==> config.mk <==
export PLATFORM = sky130hd
export DESIGN_NAME = mul_div_unit
export DESIGN_NICKNAME = d
export VERILOG_FILES = /design/src/rtl/mul_div_unit.sv
export SDC_FILE = /design/constraint.sdc
export NUM_CORES = 1
export LEC_CHECK = 0
export ABC_AREA = 1
export BUFFER_PORTS_ARGS = -buffer_cell sky130_fd_sc_hd__buf_2
export CAP_MARGIN = 20
export CORE_UTILIZATION = 44
export DETAILED_ROUTE_END_ITERATION = 8
export GPL_TIMING_DRIVEN = 0
export SLEW_MARGIN = 10
export SYNTH_ARGS = -nofsm -noshare
export SYNTH_HDL_FRONTEND = slang
export SYNTH_SLANG_ARGS = --single-unit
export TNS_END_PERCENT = 100
==> constraint.sdc <==
create_clock -name clk -period 11.5 [get_ports clk]
set_input_delay 0.575 -clock clk [delete_from_list [all_inputs] [get_ports clk]]
set_output_delay 0.575 -clock clk [all_outputs]
set_load 0.05 [all_outputs]
==> src/rtl/mul_div_unit.sv <==
// mul_div_unit: 32-bit iterative multiply/divide unit with HI/LO registers.
// One shift-add or restoring shift-subtract step per cycle for 32 cycles,
// followed by a two-cycle finish (sign correction, then HI/LO write-back).
// Start-to-done latency is 34 cycles.
// Optional feature: define MULDIV_DIV_EN to include the divide datapath
// (DIV/DIVU). Without it, starts with op[1]=1 are ignored.
module mul_div_unit (
  input  logic        clk,
  input  logic        rst,
  input  logic        start,
  input  logic [1:0]  op,
  input  logic [31:0] a,
  input  logic [31:0] b,
  input  logic        hi_we,
  input  logic        lo_we,
  output logic        busy,
  output logic        done,
  output logic [31:0] hi,
  output logic [31:0] lo
);

  // state | meaning
  // IDLE  | waiting; MTHI/MTLO writes accepted, start latches operands
  // CALC  | 32 iterative multiply/divide steps, one per cycle
  // FIN   | phase 0: sign correction in acc; phase 1: write HI/LO, pulse done
  typedef enum logic [1:0] {
    S_IDLE = 2'd0,
    S_CALC = 2'd1,
    S_FIN  = 2'd2
  } state_t;

  state_t      state_q, state_d;
  logic [4:0]  cnt_q, cnt_d;
  logic        fin_ph_q, fin_ph_d;
  logic [1:0]  op_q, op_d;
  logic        sa_q, sa_d;
  logic        sb_q, sb_d;
  logic [31:0] ma_q, ma_d;
  logic [31:0] mb_q, mb_d;
  logic [63:0] acc_q, acc_d;
  logic [31:0] hi_q, hi_d;
  logic [31:0] lo_q, lo_d;
  logic        done_q, done_d;

  // Operand preparation: signed ops (op[0]=0) work on magnitudes
  logic        signed_op;
  logic        a_neg, b_neg;
  logic [31:0] a_mag, b_mag;
  logic        start_ok;

  assign signed_op = ~op[0];
  assign a_neg     = signed_op & a[31];
  assign b_neg     = signed_op & b[31];
  assign a_mag     = a_neg ? (~a + 32'd1) : a;
  assign b_mag     = b_neg ? (~b + 32'd1) : b;

`ifdef MULDIV_DIV_EN
  assign start_ok = start;
`else
  assign start_ok = start & ~op[1];
`endif

  // Multiply step: acc = {partial, multiplier}; add multiplicand on LSB, shift right
  logic [32:0] mul_sum;
  logic [63:0] mul_next;

  assign mul_sum  = {1'b0, acc_q[63:32]} + (acc_q[0] ? {1'b0, ma_q} : 33'd0);
  assign mul_next = {mul_sum, acc_q[31:1]};

  // Sign-corrected multiply result
  logic [63:0] mul_fix;
  assign mul_fix = ((op_q == 2'b00) && (sa_q ^ sb_q)) ? (~acc_q + 64'd1) : acc_q;

`ifdef MULDIV_DIV_EN
  // Divide step: acc = {remainder, quotient}; shift left, try subtracting divisor.
  // rem_sh can exceed 32 bits only when it is already larger than any divisor.
  logic [32:0] rem_sh;
  logic [33:0] div_diff;
  logic [63:0] div_next;

  assign rem_sh   = {acc_q[63:32], acc_q[31]};
  assign div_diff = {1'b0, rem_sh} - {2'b00, mb_q};
  assign div_next = div_diff[33] ? {rem_sh[31:0], acc_q[30:0], 1'b0}
                                 : {div_diff[31:0], acc_q[30:0], 1'b1};

  // Divide sign correction; divide-by-zero returns the original dividend in HI
  logic [31:0] quo_fix, rem_fix, dvd_raw;
  logic [63:0] div_fix;

  assign dvd_raw = sa_q ? (~ma_q + 32'd1) : ma_q;
  assign quo_fix = (~op_q[0] & (sa_q ^ sb_q)) ? (~acc_q[31:0] + 32'd1) : acc_q[31:0];
  assign rem_fix = (~op_q[0] & sa_q) ? (~acc_q[63:32] + 32'd1) : acc_q[63:32];
  assign div_fix = (mb_q == 32'd0) ? {dvd_raw, 32'hFFFF_FFFF} : {rem_fix, quo_fix};
`endif

  // Next-state and datapath update
  always_comb begin
    state_d  = state_q;
    cnt_d    = cnt_q;
    fin_ph_d = fin_ph_q;
    op_d     = op_q;
    sa_d     = sa_q;
    sb_d     = sb_q;
    ma_d     = ma_q;
    mb_d     = mb_q;
    acc_d    = acc_q;
    hi_d     = hi_q;
    lo_d     = lo_q;
    done_d   = 1'b0;

    case (state_q)
      S_IDLE: begin
        if (start_ok) begin
          op_d     = op;
          sa_d     = a_neg;
          sb_d     = b_neg;
          ma_d     = a_mag;
          mb_d     = b_mag;
          acc_d    = op[1] ? {32'd0, a_mag} : {32'd0, b_mag};
          cnt_d    = 5'd0;
          fin_ph_d = 1'b0;
          state_d  = S_CALC;
        end else begin
          if (hi_we) hi_d = a;
          if (lo_we) lo_d = a;
        end
      end

      S_CALC: begin
`ifdef MULDIV_DIV_EN
        acc_d = op_q[1] ? div_next : mul_next;
`else
        acc_d = mul_next;
`endif
        cnt_d = cnt_q + 5'd1;
        if (cnt_q == 5'd31) begin
          state_d  = S_FIN;
          fin_ph_d = 1'b0;
        end
      end

      S_FIN: begin
        if (!fin_ph_q) begin
`ifdef MULDIV_DIV_EN
          acc_d = op_q[1] ? div_fix : mul_fix;
`else
          acc_d = mul_fix;
`endif
          fin_ph_d = 1'b1;
        end else begin
          hi_d     = acc_q[63:32];
          lo_d     = acc_q[31:0];
          done_d   = 1'b1;
          fin_ph_d = 1'b0;
          state_d  = S_IDLE;
        end
      end

      default: state_d = S_IDLE;
    endcase
  end

  // State register with asynchronous reset clearing everything
  always_ff @(posedge clk or posedge rst) begin
    if (rst) begin
      state_q  <= S_IDLE;
      cnt_q    <= 5'd0;
      fin_ph_q <= 1'b0;
      op_q     <= 2'b00;
      sa_q     <= 1'b0;
      sb_q     <= 1'b0;
      ma_q     <= 32'd0;
      mb_q     <= 32'd0;
      acc_q    <= 64'd0;
      hi_q     <= 32'd0;
      lo_q     <= 32'd0;
      done_q   <= 1'b0;
    end else begin
      state_q  <= state_d;
      cnt_q    <= cnt_d;
      fin_ph_q <= fin_ph_d;
      op_q     <= op_d;
      sa_q     <= sa_d;
      sb_q     <= sb_d;
      ma_q     <= ma_d;
      mb_q     <= mb_d;
      acc_q    <= acc_d;
      hi_q     <= hi_d;
      lo_q     <= lo_d;
      done_q   <= done_d;
    end
  end

  assign busy = (state_q != S_IDLE);
  assign done = done_q;
  assign hi   = hi_q;
  assign lo   = lo_q;

endmodule
==> out/metrics.cfg <==
[final_layout]
nets = 2661
final_common_cell = nand2_1
drive_gt1_share_pct = 10.2
layout_common_cells = 793 x nand2_1, 314 x inv_1, 252 x nand3_1
fin_area_um2 = 16500
diodes = 0
area_delta_synth_final_pct = 12.7

[worst_setup_path]
start_kind = register
cpMaxStageDelayCell = clkbuf_1
max_stage_delay_ns = 0.45
worst-setup-path-type = reg -> reg
path_buf_inv = 5
critPathMostFrequentCell = nand2_1
cp_data_required_time_ns = 11.84
critPathArrivalTime_ns = 3.71
cp_top_family = simple AND/OR/NAND/NOR gates
endpoint_kind = register
cp_max_fo = 10
crit_chain = buf_2, clkbuf_1, nand2_1, inv_1, ha_1, inv_1, fa_1, inv_1, nand2_1, nand3b_1, nand2_1, nand2_1, nand2_1, nand2_1, nand2_1, nand3_1, nand2_1, nand2_1, nand2_1

[synth]
synth_cells = 2393
synthArstFlopShare_pct = 100
ys_ff_latch = 173
avgSynthCellArea_um2 = 6.12
yosysWarnings = 0
synth_area_um2 = 14600
synth.distinct_cells = 47
synth_edf_count = 0
ys.flop_type = dfrtp_1
yosysSeqAreaShare_pct = 29.6
synth_nets = 2506

[sta]
fin_tns_setup_ns = 0
setup_viol = 0
worstMarginPinSlew_ns = 0.981
clock-skew-final_ns = 0.0143
fin_crit_ns = 3.37
slew_headroom_pct = 34.6
whs_ns = 0.150
final_hold_viol_count = 0
max_freq_mhz = 297
finalCritPeriodShare_pct = 29.3
rsz0062_at_grt = no
slew_violations = 0

[grt]
antenna_found_initial = 1
overflow = 0
grt_pass1_wl_mm = 95.5
grt_max_degree = 106
grt_usage_pct = 38.9
grt_pass1_vias = 15437

[floorplan]
die_h_um = 184
start_util_pct = 44.9
core_um2 = 32600
die_w_um = 184
dieArea_um2 = 34000
io_pins = 137
fp-row-count = 66

[clocking]
cts_sinks = 173
cts_buffers = 17
postCtsSetupBuffers = 0
ctsHoldBuffers = 0
cts_max_level = 4
cts_root_buf = clkbuf_16
cts-resized-gates = 0
clk_latency_ns = 0.46
tritoncts = done
clkSlewWorstSetupHoldPaths_ns = 0.08
clockBufferDepth = 2

[routing]
wl_per_cell_um = 21.7
routed_wl_mm = 65.3
dr.pass1.iters = 6
remaining_drc_errors = 0
drtIter0Drc = 1573
dr_total_vias = 16717
route.detailed.vias_per_inst = 5.57
ant_nets = 0

[placed_design]
gp_congestion = 1.04
port_buffers = 135
placed_cell_area_um2 = 15900
dp_hpwl_mm = 53.6

[pwr]
ir_drop_mv = 0.141
power.density_nw_per_um2 = 292
total_leakage_power_nw = 8.52

[run_status]
status = finished, final reports clean

[run]
drv_cap = 0

[worst_hold_path]
hold_path_class = in -> async

==> flip-flops by register name (all words and copies together), names as in the netlist, 2 cells and up <==
signal and cells:
state_q 2, hi 32, op_q 2, lo 32, ma_q 32, acc_q 64
cnt_q 5
==> synthesized netlist by cell type (all sizes together) (4+ instances only) <==
cell / count / area share (%)
or2: 9 / 0.38
o211ai: 39 / 2.0
o21ai: 122 / 4.2
o21a: 45 / 2.3
clkbuf: 40 / 1.0
nand3b: 6 / 0.31
dfrtp: 173 / 30
buf: 35 / 1.3
o221ai: 4 / 0.24
nand3: 254 / 8.8
nand2: 797 / 21
a22oi: 10 / 0.51
o31ai: 4 / 0.21
o22ai: 9 / 0.38
nor3: 21 / 0.72
xnor2: 5 / 0.30
a31oi: 34 / 1.5
inv: 337 / 8.7
ha: 41 / 3.5
nand4: 27 / 1.2
nor2: 272 / 7.7
a21oi: 74 / 2.6
xor2: 22 / 1.3
==> per-stage QoR <==
stage | setup WS, ns | util (%) | instances | power, mW
5_1_grt | 7.88 | 50.6 | 3003 | 5.10
6_report | 8.13 | 50.6 | 3003 | 4.82
4_1_cts | 8.22 | 50.6 | 3003 | 4.76
3_3_place_gp | 4.05 | 48.6 | 2970 | 4.12
3_5_place_dp | 8.26 | 48.7 | 2971 | 4.15
2_1_floorplan | 6.24 | - | 2393 | 3.14
==> power breakdown <==
group	leakage (nW)	internal [mW]	switching (mW)	total, mW
Combinational	6.13	0.824	2.24	3.06
Clock	0.290	0.293	0.303	0.596
Sequential	2.10	0.888	0.270	1.16
Total	8.52	2.01	2.81	4.82
==> worst register-to-register path, stage by stage, from the launching register on <==
cell	delay, ns
dfrtp_1	0.32
buf_2	0.27
clkbuf_1	0.45
nand2_1	0.10
inv_1	0.08
ha_1	0.28
inv_1	0.09
fa_1	0.44
inv_1	0.10
nand2_1	0.05
nand3b_1	0.18
nand2_1	0.09
nand2_1	0.28
nand2_1	0.12
nand2_1	0.08
nand2_1	0.04
nand3_1	0.11
nand2_1	0.08
nand2_1	0.06
nand2_1	0.04
==> final timing paths <==
kind	startpoint	endpoint	slack [ns]	cells after the start
hold reg to reg	op_q[1]	op_q[1]	0.47	2
min in group clk	op_q[1]	op_q[1]	0.47	2
setup / recovery	acc_q[0]	acc_q[53]	8.13	19
max in group asynchronous	rst	acc_q[53]	10.41	3
hold / removal	rst	op_q[1]	0.15	2
setup reg to reg	acc_q[0]	acc_q[53]	8.13	19
==> per-layer routing <==
layer | wire [um] | track usage, % | vias to the layer above
met5 | 17 | 0 | -
met4 | 3530 | 20.5 | 2
met3 | 5180 | 5.51 | 147
met2 | 29200 | 61.3 | 843
met1 | 27300 | 51.6 | 7723
li1 | - | - | 8002
==> cells by family (layout without fill, tap and decap cells) <==
family | after synthesis | count (layout) | share of synthesized area (%)
buffers and inverters | 415 | 583 | 11.1
and+or+nand+nor | 1389 | 1389 | 39.8
AOI/OAI and AO/OA | 347 | 347 | 14.3
xor gates and xnor gates | 27 | 27 | 1.62
DFF | 173 | 173 | 29.6
adders and majority gates | 42 | 42 | 3.64
==> area by class of cell <==
type	instances	area, um2
fill	3548	16100
multi-input combinational	1805	8690
sequential	173	4330
inverter	340	1290
timing repair buffer	136	703
tap	442	553
clock buffer	17	425
buffer	75	339
clock inverter	15	166
No activity file was read; power rests on OpenSTA's default activity.
